===== src/rtl/bj_pkg.sv =====
// ============================================================================
// Module      : bj_pkg
// Description : Shared definitions for the branch/jump resolve controller.
//               One-hot BJ op bit indices, controller state encoding and the
//               packed control portion of a latched op.
// Revision    : 1.0 - initial release
// ============================================================================
`default_nettype none

package bj_pkg;

  // Bit positions inside the one-hot {Jump,Bne,Beq,Bge,Blt} op vector
  localparam int unsigned BJ_JUMP = 4;
  localparam int unsigned BJ_BNE  = 3;
  localparam int unsigned BJ_BEQ  = 2;
  localparam int unsigned BJ_BGE  = 1;
  localparam int unsigned BJ_BLT  = 0;

  typedef enum logic [1:0] {
    ST_IDLE     = 2'd0,
    ST_RESOLVE  = 2'd1,
    ST_REDIRECT = 2'd2,
    ST_FLUSH    = 2'd3
  } bj_state_e;

  // Control fields of a latched op; the XLEN-wide operands are kept in
  // separate registers so the package stays width-independent.
  typedef struct packed {
    logic [4:0] bj_op;
    logic       is_jalr;
    logic       cmp_unsigned;
    logic       pred_taken;
  } bj_op_ctrl_t;

endpackage

`default_nettype wire


===== src/rtl/bj_cond_eval.sv =====
// ============================================================================
// Module      : bj_cond_eval
// Description : Purely combinational resolution of a latched branch/jump op:
//               direction, target and mispredict against the prediction.
// Ports       : ctrl_i        latched op control fields
//               pc_i, rs1_i, rs2_i, imm_i  latched operands
//               pred_target_i latched predicted target
//               taken_o       resolved direction
//               target_o      resolved target (valid when taken)
//               mispred_o     resolution disagrees with the prediction
// Revision    : 1.0 - initial release
// ============================================================================
`default_nettype none

module bj_cond_eval
  import bj_pkg::*;
#(
  parameter int XLEN = 32
) (
  input  bj_op_ctrl_t       ctrl_i,
  input  logic [XLEN-1:0]   pc_i,
  input  logic [XLEN-1:0]   rs1_i,
  input  logic [XLEN-1:0]   rs2_i,
  input  logic [XLEN-1:0]   imm_i,
  input  logic [XLEN-1:0]   pred_target_i,
  output logic              taken_o,
  output logic [XLEN-1:0]   target_o,
  output logic              mispred_o
);

  logic w_lt;

  always_comb begin
    w_lt = ctrl_i.cmp_unsigned ? (rs1_i < rs2_i)
                               : ($signed(rs1_i) < $signed(rs2_i));

    // All-zero (illegal) op falls through to not-taken
    taken_o = 1'b0;
    if (ctrl_i.bj_op[BJ_JUMP])     taken_o = 1'b1;
    else if (ctrl_i.bj_op[BJ_BNE]) taken_o = (rs1_i != rs2_i);
    else if (ctrl_i.bj_op[BJ_BEQ]) taken_o = (rs1_i == rs2_i);
    else if (ctrl_i.bj_op[BJ_BGE]) taken_o = ~w_lt;
    else if (ctrl_i.bj_op[BJ_BLT]) taken_o = w_lt;

    // JALR clears bit 0 of the register-relative target
    if (ctrl_i.bj_op[BJ_JUMP] && ctrl_i.is_jalr)
      target_o = (rs1_i + imm_i) & {{(XLEN-1){1'b1}}, 1'b0};
    else
      target_o = pc_i + imm_i;

    mispred_o = (taken_o != ctrl_i.pred_taken) ||
                (taken_o && (target_o != pred_target_i));
  end

endmodule

`default_nettype wire


===== src/rtl/bj_resolve_ctrl.sv =====
// ============================================================================
// Module      : bj_resolve_ctrl
// Description : Branch/jump execute-slot sequencer. Accepts one op per
//               handshake, resolves it one cycle later, and on a mispredict
//               holds a redirect to fetch then drives a FLUSH_CYCLES flush.
// Ports       : clk, rst_n (sync, active-low)
//               in_valid/in_ready, bj_op, is_jalr, cmp_unsigned,
//               pc, rs1, rs2, imm, pred_taken, pred_target   op input
//               res_valid, res_taken, link_we, link_data     resolve result
//               redir_valid/redir_ready, redir_pc            redirect to fetch
//               flush                                        squash younger
//               mispred_cnt   saturating mispredict count, present only
//                             when BJ_MISPRED_CNT_EN is defined
// Revision    : 1.0 - initial release
// ============================================================================
`default_nettype none

module bj_resolve_ctrl
  import bj_pkg::*;
#(
  parameter int XLEN         = 32,
  parameter int FLUSH_CYCLES = 2
) (
  input  logic              clk,
  input  logic              rst_n,
  input  logic              in_valid,
  output logic              in_ready,
  input  logic [4:0]        bj_op,
  input  logic              is_jalr,
  input  logic              cmp_unsigned,
  input  logic [XLEN-1:0]   pc,
  input  logic [XLEN-1:0]   rs1,
  input  logic [XLEN-1:0]   rs2,
  input  logic [XLEN-1:0]   imm,
  input  logic              pred_taken,
  input  logic [XLEN-1:0]   pred_target,
  output logic              res_valid,
  output logic              res_taken,
  output logic              link_we,
  output logic [XLEN-1:0]   link_data,
  output logic              redir_valid,
  input  logic              redir_ready,
  output logic [XLEN-1:0]   redir_pc,
  output logic              flush
`ifdef BJ_MISPRED_CNT_EN
  ,
  output logic [31:0]       mispred_cnt
`endif
);

  localparam logic [3:0] FLUSH_LOAD = 4'(FLUSH_CYCLES - 1);

  bj_state_e       state_q, state_d;
  bj_op_ctrl_t     ctrl_q;
  logic [XLEN-1:0] pc_q, rs1_q, rs2_q, imm_q, pred_target_q;
  logic [XLEN-1:0] redir_pc_q;
  logic [3:0]      flush_cnt_q;

  logic            w_taken, w_mispred;
  logic [XLEN-1:0] w_target, w_pc4, w_next_pc;

  bj_cond_eval #(.XLEN(XLEN)) u_cond (
    .ctrl_i        (ctrl_q),
    .pc_i          (pc_q),
    .rs1_i         (rs1_q),
    .rs2_i         (rs2_q),
    .imm_i         (imm_q),
    .pred_target_i (pred_target_q),
    .taken_o       (w_taken),
    .target_o      (w_target),
    .mispred_o     (w_mispred)
  );

  assign w_pc4     = pc_q + XLEN'(4);
  assign w_next_pc = w_taken ? w_target : w_pc4;

  // Next-state and outputs; every output depends only on registered state
  always_comb begin
    state_d     = state_q;
    in_ready    = 1'b0;
    res_valid   = 1'b0;
    res_taken   = 1'b0;
    link_we     = 1'b0;
    link_data   = '0;
    redir_valid = 1'b0;
    flush       = 1'b0;
    unique case (state_q)
      ST_IDLE: begin
        in_ready = 1'b1;
        if (in_valid) state_d = ST_RESOLVE;
      end
      ST_RESOLVE: begin
        res_valid = 1'b1;
        res_taken = w_taken;
        link_we   = ctrl_q.bj_op[BJ_JUMP];
        link_data = w_pc4;
        state_d   = w_mispred ? ST_REDIRECT : ST_IDLE;
      end
      ST_REDIRECT: begin
        redir_valid = 1'b1;
        if (redir_ready) state_d = ST_FLUSH;
      end
      ST_FLUSH: begin
        flush = 1'b1;
        if (flush_cnt_q == 4'd0) state_d = ST_IDLE;
      end
      default: state_d = ST_IDLE;
    endcase
  end

  assign redir_pc = redir_pc_q;

  always_ff @(posedge clk) begin
    if (!rst_n) begin
      state_q       <= ST_IDLE;
      ctrl_q        <= '0;
      pc_q          <= '0;
      rs1_q         <= '0;
      rs2_q         <= '0;
      imm_q         <= '0;
      pred_target_q <= '0;
      redir_pc_q    <= '0;
      flush_cnt_q   <= '0;
    end else begin
      state_q <= state_d;
      if (state_q == ST_IDLE && in_valid) begin
        ctrl_q.bj_op        <= bj_op;
        ctrl_q.is_jalr      <= is_jalr;
        ctrl_q.cmp_unsigned <= cmp_unsigned;
        ctrl_q.pred_taken   <= pred_taken;
        pc_q                <= pc;
        rs1_q               <= rs1;
        rs2_q               <= rs2;
        imm_q               <= imm;
        pred_target_q       <= pred_target;
      end
      if (state_q == ST_RESOLVE && w_mispred)
        redir_pc_q <= w_next_pc;
      if (state_q == ST_REDIRECT && redir_ready)
        flush_cnt_q <= FLUSH_LOAD;
      else if (state_q == ST_FLUSH && flush_cnt_q != 4'd0)
        flush_cnt_q <= flush_cnt_q - 4'd1;
    end
  end

`ifdef BJ_MISPRED_CNT_EN
  logic [31:0] mispred_cnt_q;

  always_ff @(posedge clk) begin
    if (!rst_n)
      mispred_cnt_q <= '0;
    else if (state_q == ST_RESOLVE && w_mispred && mispred_cnt_q != 32'hFFFF_FFFF)
      mispred_cnt_q <= mispred_cnt_q + 32'd1;
  end

  assign mispred_cnt = mispred_cnt_q;
`endif

endmodule

`default_nettype wire


===== config.mk =====
export PLATFORM = sky130hd
export DESIGN_NAME = bj_resolve_ctrl
export DESIGN_NICKNAME = d
export VERILOG_FILES = /design/src/rtl/bj_pkg.sv /design/src/rtl/bj_cond_eval.sv /design/src/rtl/bj_resolve_ctrl.sv
export SDC_FILE = /design/constraint.sdc
export NUM_CORES = 1
export LEC_CHECK = 0
export BUFFER_PORTS_ARGS = -buffer_cell sky130_fd_sc_hd__buf_4
export CAP_MARGIN = 20
export CORE_ASPECT_RATIO = 0.9
export CORE_MARGIN = 3
export CORE_UTILIZATION = 46
export CTS_CLUSTER_SIZE = 16
export DETAILED_ROUTE_END_ITERATION = 10
export PLACE_DENSITY = 0.73
export SLEW_MARGIN = 20
export SYNTH_ARGS = -nofsm -noshare
export SYNTH_HDL_FRONTEND = slang
export SYNTH_SLANG_ARGS = --single-unit

===== constraint.sdc =====
create_clock -name clk -period 5.9 [get_ports clk]
set_clock_uncertainty 0.05 [all_clocks]
set_input_delay 0.59 -clock clk [delete_from_list [all_inputs] [get_ports clk]]
set_output_delay 0.59 -clock clk [all_outputs]
set_load 0.02 [all_outputs]

After elaboration in Yosys (flattened, before gate mapping)
Index checks and enable logic that the tools add are counted.
{"block": "classes", "mux": 22, "bitwise": 2, "n_eq_ne": 10, "reduce_logical": 13, "magnitude_cmp": 2, "addsub": 4}
{"operator": "32-bit two-way mux", "count": 3}
{"operator": "32-bit adder", "count": 2}
{"operator": "32-bit less-than comparator", "count": 2}
{"operator": "32-bit != test", "count": 2}
{"operator": "32-bit by 3-bit adder with 32-bit output (second input constant)", "count": 1}
{"operator": "32-bit equality test", "count": 1}
{"operator": "1-bit two-way mux", "count": 14}
{"operator": "2-bit two-way mux", "count": 4}
{"operator": "2-bit one-hot mux with 4 select lines", "count": 1}
{"operator": "1-bit logical AND", "count": 6}
{"operator": "2-bit != test (second input constant)", "count": 3}
{"operator": "2-bit equality test (second input constant)", "count": 2}
{"operator": "4-bit logical NOT", "count": 1}
{"operator": "4-bit nonzero test", "count": 1}
{"operator": "4-bit by 1-bit subtractor with 4-bit output (second input constant)", "count": 1}
{"operator": "3-bit AND reduction", "count": 1}
{"operator": "2-bit by 1-bit equality test with 1-bit output (second input constant)", "count": 1}
{"operator": "2-bit logical NOT", "count": 1}
{"operator": "1-bit NOT", "count": 2}
{"operator": "2-bit nonzero test", "count": 1}
{"operator": "2-bit OR reduction", "count": 1}
{"operator": "1-bit logical OR", "count": 1}
{"operator": "1-bit != test", "count": 1}
{"block": "totals", "out_inout_bits": 70, "reg_bits": 206, "elab_cells": 66, "in_bits": 172}

Longest topological paths before layout
Gate-level depths: netlist of the first run.
{"block": "depth", "word_depth": 11, "ltp_mapped": 16, "depth_no_buf": 14}

Cells and area by module
From an unflattened synthesis of the first run, not the netlist that was laid out.
{"block": "unflattened", "cells_unflattened": 1942, "hier_area_um2": 14425.1}
{"mod": "bj_resolve_ctrl", "cells_per_inst": 1072, "instances": 1, "seq_area_each_um2": 4124.0, "area_per_inst_um2": 8324.2}
{"mod": "bj_cond_eval", "cells_per_inst": 870, "instances": 1, "seq_area_each_um2": 0.0, "area_per_inst_um2": 6100.9}

Least setup slack after synthesis of the first run
No wires, ideal clock.
{"block": "synth_path", "path_type": "register -> register", "start": "reg imm_q[0]", "end": "reg with a tool-made name", "n_path_buf": 1, "path_stages_with_launch": 16, "required_ns": 5.730, "path_slack_ns": 2.019, "arrival_ns": 3.712, "period_less_slack_ns": 3.881, "setup_ns": 0.120, "cell_sequence": "dfxtp_1 -> ha_1 -> inv_1 -> fa_1 -> nand2b_1 -> a211oi_2 -> o21ai_1 -> o31ai_2 -> xor2_1 -> xor2_1 -> o311a_1 -> nor4_2 -> o2111ai_4 -> or2_4 -> buf_6 -> o31a_1"}
{"element": "from (decl)", "line_no": "bj_resolve_ctrl.sv:55", "rtl": "logic [XLEN-1:0] pc_q, rs1_q, rs2_q, imm_q, pred_target_q;"}
{"element": "from (signal assigned)", "line_no": "bj_resolve_ctrl.sv:134", "rtl": "imm_q <= imm;"}

Worst setup path after layout of the first run
{"block": "layout_path", "start": "reg imm_q[0]", "end": "reg redir_pc_q[27], in the netlist redir_pc[27]"}
{"block": "layout_via", "elab_chain_cells": 6, "word_cells_on_any_way": 8, "cone_classes": "add/sub (2); eq/ne (1); mux (2); reduce/logical (3)"}
{"element": "32-bit adder (on tied branches)", "line_no": "bj_cond_eval.sv:49, bj_cond_eval.sv:47"}
{"element": "32-bit two-way mux *", "line_no": "bj_cond_eval.sv:46", "rtl": "if (ctrl_i.bj_op[BJ_JUMP] && ctrl_i.is_jalr)"}
{"element": "32-bit != test", "line_no": "bj_cond_eval.sv:52", "rtl": "(taken_o && (target_o != pred_target_i));"}
{"element": "1-bit logical AND", "line_no": "bj_cond_eval.sv:52"}
{"element": "1-bit logical OR", "line_no": "bj_cond_eval.sv:51", "rtl": "mispred_o = (taken_o != ctrl_i.pred_taken) ||"}
{"element": "1-bit logical AND", "line_no": "bj_resolve_ctrl.sv:137", "rtl": "if (state_q == ST_RESOLVE && w_mispred)"}
{"element": "to (signal assigned)", "line_no": "bj_resolve_ctrl.sv:138", "rtl": "redir_pc_q <= w_next_pc;"}
{"element": "to (decl)", "line_no": "bj_resolve_ctrl.sv:56", "rtl": "logic [XLEN-1:0] redir_pc_q;"}
Mark *: on every way between the ends. The rest lies on a longest branch, timed or not.
A chain may end at the register's enable or synchronous reset.

==> metrics, run 1 <==
syn avg cell area approximately 7.2 um2; pre-CTS setup slack around 0.97 ns; die width 199 um; # hold bufs at CTS 0; number of synthesized flops with an enable pin 0; Highest Clock Rate 0.201 GHz; Cell Area, Synth roughly 15,000 um2; Post-CTS Resized 0; Antenna Cells 0; slack of the critical path 0.914 ns; Yosys reg bits 206; Worst Setup EP redir_pc[27]; post-DR wirelength/cell 19.9 um; post-placement cell count 2,672; worst reg2reg startpoint imm_q[0]; pwr/cell area between 200 and 250 nW/um2; Fin Setup TNS 0 ns; Required @ worst endpoint 6.26 ns; CP Launch Type register; Most Used Layer, Global Route met2; Slew headroom 33.6%; status complete, no violations; R2R Path End redir_pc[27]; clk buf depth 3; P_leak 7.37 nW; DPL Wire Length 41.8 mm; core area 32,400 um2; final wirelength 54.1 mm; Setup CP Type reg -> reg; multi-input logic area 10,500 um2; GRT Total Usage 29.0%; met2 usage 44.6%; Tmin final 4.99 ns; share of layout cells above drive strength 1 around 15%; R2R cell count 15; R2R setup slack 0.91 ns; sequential cell area ~4100 um2; Remaining DRCs 0; met3 usage under 10%; CTS sink count 206; Max-cap violations 0; number of setup buffers added after CTS 0; initial antenna violation count 0; min-delay src pred_target[10]; vias 16,400; Peak VDD IR 194 uV; post-synthesis sequential area ratio 26.8%; HP Class in -> reg; vias per cell 6.04; die area 35,600 um2; largest net degree at the start of global routing 106; Initial Util 47.4%; Crit. End Element register; Initial DRC Count between 1,000 and 1,500; commonest non-fill, non-tap cell in the layout nand2_1; Die Y 179 um; final core occ 55.7%; Post-Layout Cell Count 2,714; CP arrival 5.35 ns; first-pass GRT wire length just over 80 mm; Max FO, Critical Path 20; Rows 62; Clk Latency, worst-skew pair 0.55 ns; Min Hold Slack 0.238 ns; H-tree depth 1; post-route ant nets 0; Final Setup Violations 0; most frequent cells in the layout nand2_1, a21oi_1, buf_4; filler cell count 3,119; final worst-path cycle share 84.5%; Synth cell types 90; fin nets between 2,000 and 3,000; port bufs about 240; met1 usage 43.5%; # IOs about 240; final hold vios 0; GP Congestion 1.03; setup repair after global routing missed its margin false; CTS tree done; aggregate global routing overflow 0; router iterations before antenna repair 6; CTS Root Cell clkbuf_16; Num CTS Buffers 24; Ys Warns 0; P&R area growth vs syn 17.6%; number of global-route vias before repair 14,800; Synth async-reset ratio 0%; Setup crit start imm_q[0]; Max Slew Vio Count 0; Mapped Nets 2,412; worst slew pin tran between 0.9 and 1 ns; clk slew on worst S/H paths 0.06 ns; Gate Count Post-Synth 2,143; Primary FF master, synth dfxtp_1
==> per-stage QoR <==
stage                     power (W)  area, um2
after detailed placement    0.00297      17300
after floorplan             0.00251      15400
final                       0.00451      18100
after global routing        0.00472      18100
after CTS                   0.00449      18100
after global placement      0.00294      17300
==> per-layer routing <==
layer / vias to the layer above / wire length, um
met1: 7659 / 25100
li1: 7896 / -
met4: 0 / 1240
met3: 71 / 4670
met2: 767 / 23100
met5: - / 0
==> state kept, by name (all words and copies together), names as in the netlist, named ones only <==
name           cells
imm_q             32
pc_q              32
pred_target_q     32
redir_pc          32
rs1_q             32
rs2_q             32
ctrl_q             8
flush_cnt_q        4
state_q            1
==> cells by family after synthesis <==
kind of cell / count (synthesis) / share of synthesized area, %
AO/OA/AOI/OAI: 617 / 25.3
adder cells (fa/ha/maj): 97 / 8.00
AND/OR/NAND/NOR: 908 / 27.3
XOR/XNOR: 94 / 5.99
buffers and inverters: 202 / 5.36
multiplexers: 19 / 1.25
flip-flops: 206 / 26.8
==> how the worst min path moves through the flow <==
stage | end | slack [ns] | cells past startpoint
after floorplan | ctrl_q[3] | 0.39 | 2
after detailed placement | rs2_q[1] | 0.40 | 2
final | pred_target_q[10] | 0.24 | 3
after global placement | ctrl_q[1] | 0.39 | 2
after CTS | pred_target_q[10] | 0.23 | 3
after global routing | rs2_q[30] | 0.24 | 3
==> layout make-up <==
cell class / instances / area share (%)
well taps: 416 / 2.88
clock buffers: 35 / 3.72
repair buffers: 257 / 10.7
inverters: 58 / 1.23
multi-input cells: 1735 / 57.9
flip-flops and latches: 206 / 22.8
clock inverters: 7 / 0.685
==> cells in the mapped netlist (all sizes together), types with 16 or more instances <==
master | instances | area share [%]
and3 | 17 | 0.69
dfxtp | 206 | 27
nor3 | 44 | 1.4
and2 | 19 | 0.77
buf | 33 | 1.2
nor2b | 37 | 1.5
xnor2 | 40 | 2.3
o311ai | 26 | 1.5
nand4 | 33 | 1.3
inv | 58 | 1.4
nor2 | 126 | 3.1
or3 | 16 | 0.68
a211oi | 20 | 1.0
o211ai | 19 | 0.93
mux2i | 18 | 1.2
nor4 | 20 | 0.94
nand2b | 17 | 0.69
nand2 | 473 | 12
o21ai | 103 | 3.4
xor2 | 47 | 2.7
ha | 95 | 7.7
clkbuf | 111 | 2.7
a2111oi | 24 | 1.4
nand3 | 49 | 1.6
a21oi | 287 | 9.5
a21o | 28 | 1.4
==> critical path: stages (launching register included) <==
cell	delay [ns]
dfxtp_1	0.40
ha_1	0.20
inv_1	0.05
fa_1	0.39
nand2b_1	0.20
a211oi_2	0.44
o21ai_1	0.20
o31ai_2	0.37
a21oi_1	0.20
nand4bb_1	0.26
and3_1	0.20
o31a_1	0.25
o2111ai_2	0.76
buf_4	0.34
nor4_1	0.07
or3b_2	0.47
==> power breakdown <==
group	internal [W]	switching, W	leakage (nW)
clock network	0.000918	0.000610	0.384
logic	0.000515	0.000820	5.30
registers	0.00150	0.000141	1.69
(Power assumes the default switching activity.)
==> run 2: changes to the inputs <==
==> constraint.sdc (replaced) <==
create_clock -name clk -period 4.73 [get_ports clk]
set_clock_uncertainty 0.05 [all_clocks]
set_input_delay 0.473 -clock clk [delete_from_list [all_inputs] [get_ports clk]]
set_output_delay 0.473 -clock clk [all_outputs]
set_load 0.02 [all_outputs]
==> run 2 against run 1 <==
Setup slack worse by 0.73 ns. Sequential power up 25%. Via count rose by 0.41%. Critical path depth shrank 2. Critical endpoint is now res_taken. Highest routed layer is now met5.
==> metrics, run 2 (same netlist as run 1, synthesis figures left out) <==
status complete, no violations; R2R cell count 15; vias per cell 6.02; # hold bufs at CTS 0; post-route ant nets 0; Clk Latency, worst-skew pair 0.53 ns; CP Launch Type register; Hold Path Depth 3; R2R setup slack about 0.24 ns; pwr/cell area about 300 nW/um2; die width a little under 200 um; CTS Root Cell clkbuf_16; most frequent cells in the layout nand2_1, a21oi_1, buf_4; Peak VDD IR 212 uV; fin nets 2,570; Initial DRC Count around 1,500; # IOs 242; H-tree depth 1; Initial Util 47.4%; GRT Total Usage ~29%; Remaining DRCs 0; filler cell count 3,147; Crit. End Element output pin; Post-CTS Resized 0; R2R Path End redir_pc[27]; min-delay src rs2[31]; port bufs 241; first-pass GRT wire length 82.6 mm; Hold Path End rs2_q[31]; Final Setup Violations 0; commonest non-fill, non-tap cell in the layout nand2_1; Max Slew Vio Count 0; number of setup buffers added after CTS 0; DPL Wire Length 42.1 mm; Slew headroom 35.3%; aggregate global routing overflow 0; number of global-route vias before repair 14,800; final hold vios 0; router iterations before antenna repair 8; Post-Layout Cell Count 2,733; die area 35,600 um2; worst slew pin tran 0.971 ns; vias 16,500; core area approximately 32,000 um2; P&R area growth vs syn 18.4%; Num CTS Buffers 22; Highest Clock Rate 0.220 GHz; P_leak 7.46 nW; initial antenna violation count 1; final worst-path cycle share 96.1%; worst reg2reg startpoint imm_q[0]; clk slew on worst S/H paths 0.07 ns; final core occ a little under three fifths; Required @ worst endpoint 4.21 ns; Rows 62; clk buf depth 3; HP Class in -> reg; Tmin final between 4 and 5 ns; CP arrival 4.02 ns; CTS tree done; post-placement cell count ~2,700; Die Y 179 um; CTS sink count 206; post-DR wirelength/cell just under 20 um; share of layout cells above drive strength 1 15.5%; Antenna Cells 0; final wirelength 54.3 mm; largest net degree at the start of global routing 124; Setup CP Type reg -> out; Max FO, Critical Path 31; Max-cap violations 0; GP Congestion 0.973
## run 2: cell type report
type                    instances  area (um2)  area share [%]
well taps                     416         520            2.86
repair buffers                278        2130            11.7
inverters                      58         223            1.22
multi-input cells            1735       10500            57.5
clock buffers                  27         579            3.18
flip-flops and latches        206        4120            22.7
clock inverters                13         156           0.859
## run 2: worst max-delay path by stage
| stage | startpoint | endpoint | slack, ns | cells past startpoint |
|---|---|---|---|---|
| global placement | imm_q[0] | redir_pc[27] | 0.40 | 15 |
| CTS | rs2_q[5] | res_taken | 0.08 | 13 |
| floorplan | imm_q[0] | register | 0.85 | 15 |
| finish | rs2_q[5] | res_taken | 0.19 | 13 |
| global route | imm_q[0] | redir_pc[27] | -0.006 | 15 |
| detailed placement | imm_q[0] | redir_pc[27] | 0.24 | 15 |
## run 2: stage by stage
| stage | setup slack [ns] | total power [W] | hold WS (ns) | TNS, ns | area [um2] |
|---|---|---|---|---|---|
| floorplan | 0.849 | 0.00313 | 0.386 | 0 | 15400 |
| global placement | 0.397 | 0.00370 | 0.394 | 0 | 17500 |
| detailed placement | 0.242 | 0.00374 | 0.398 | 0 | 17500 |
| CTS | 0.0804 | 0.00553 | 0.121 | 0 | 18200 |
| global route | -0.00568 | 0.00580 | 0.133 | -0.00568 | 18200 |
| finish | 0.185 | 0.00554 | 0.135 | 0 | 18200 |
## run 2: critical path, stage by stage, from the launching register on
cell,delay (ns)
dfxtp_1,0.33
inv_1,0.04
ha_1,0.28
a21oi_1,0.14
o21ai_0,0.14
a221o_1,0.33
o31a_1,0.30
or3_1,0.36
a211o_1,0.34
a31oi_4,0.39
buf_4,0.26
buf_6,0.25
and2_1,0.18
buf_4,0.14
## run 2: power by group
part / internal (W) / leakage (nW) / total [W] / switching (W)
clock network: 0.00104 / 0.360 / 0.00179 / 0.000754
logic: 0.000667 / 5.41 / 0.00169 / 0.00103
registers: 0.00187 / 1.69 / 0.00205 / 0.000177
## run 2: layer usage
metal  global-route usage, %  vias up  part of all wire [%]
met4                    7.90        2                   2.7
met3                    4.71       68                   9.2
li1                        -     7941                     -
met5                       0        -                 0.018
met2                    43.4      751                    42
met1                    43.7     7699                    46
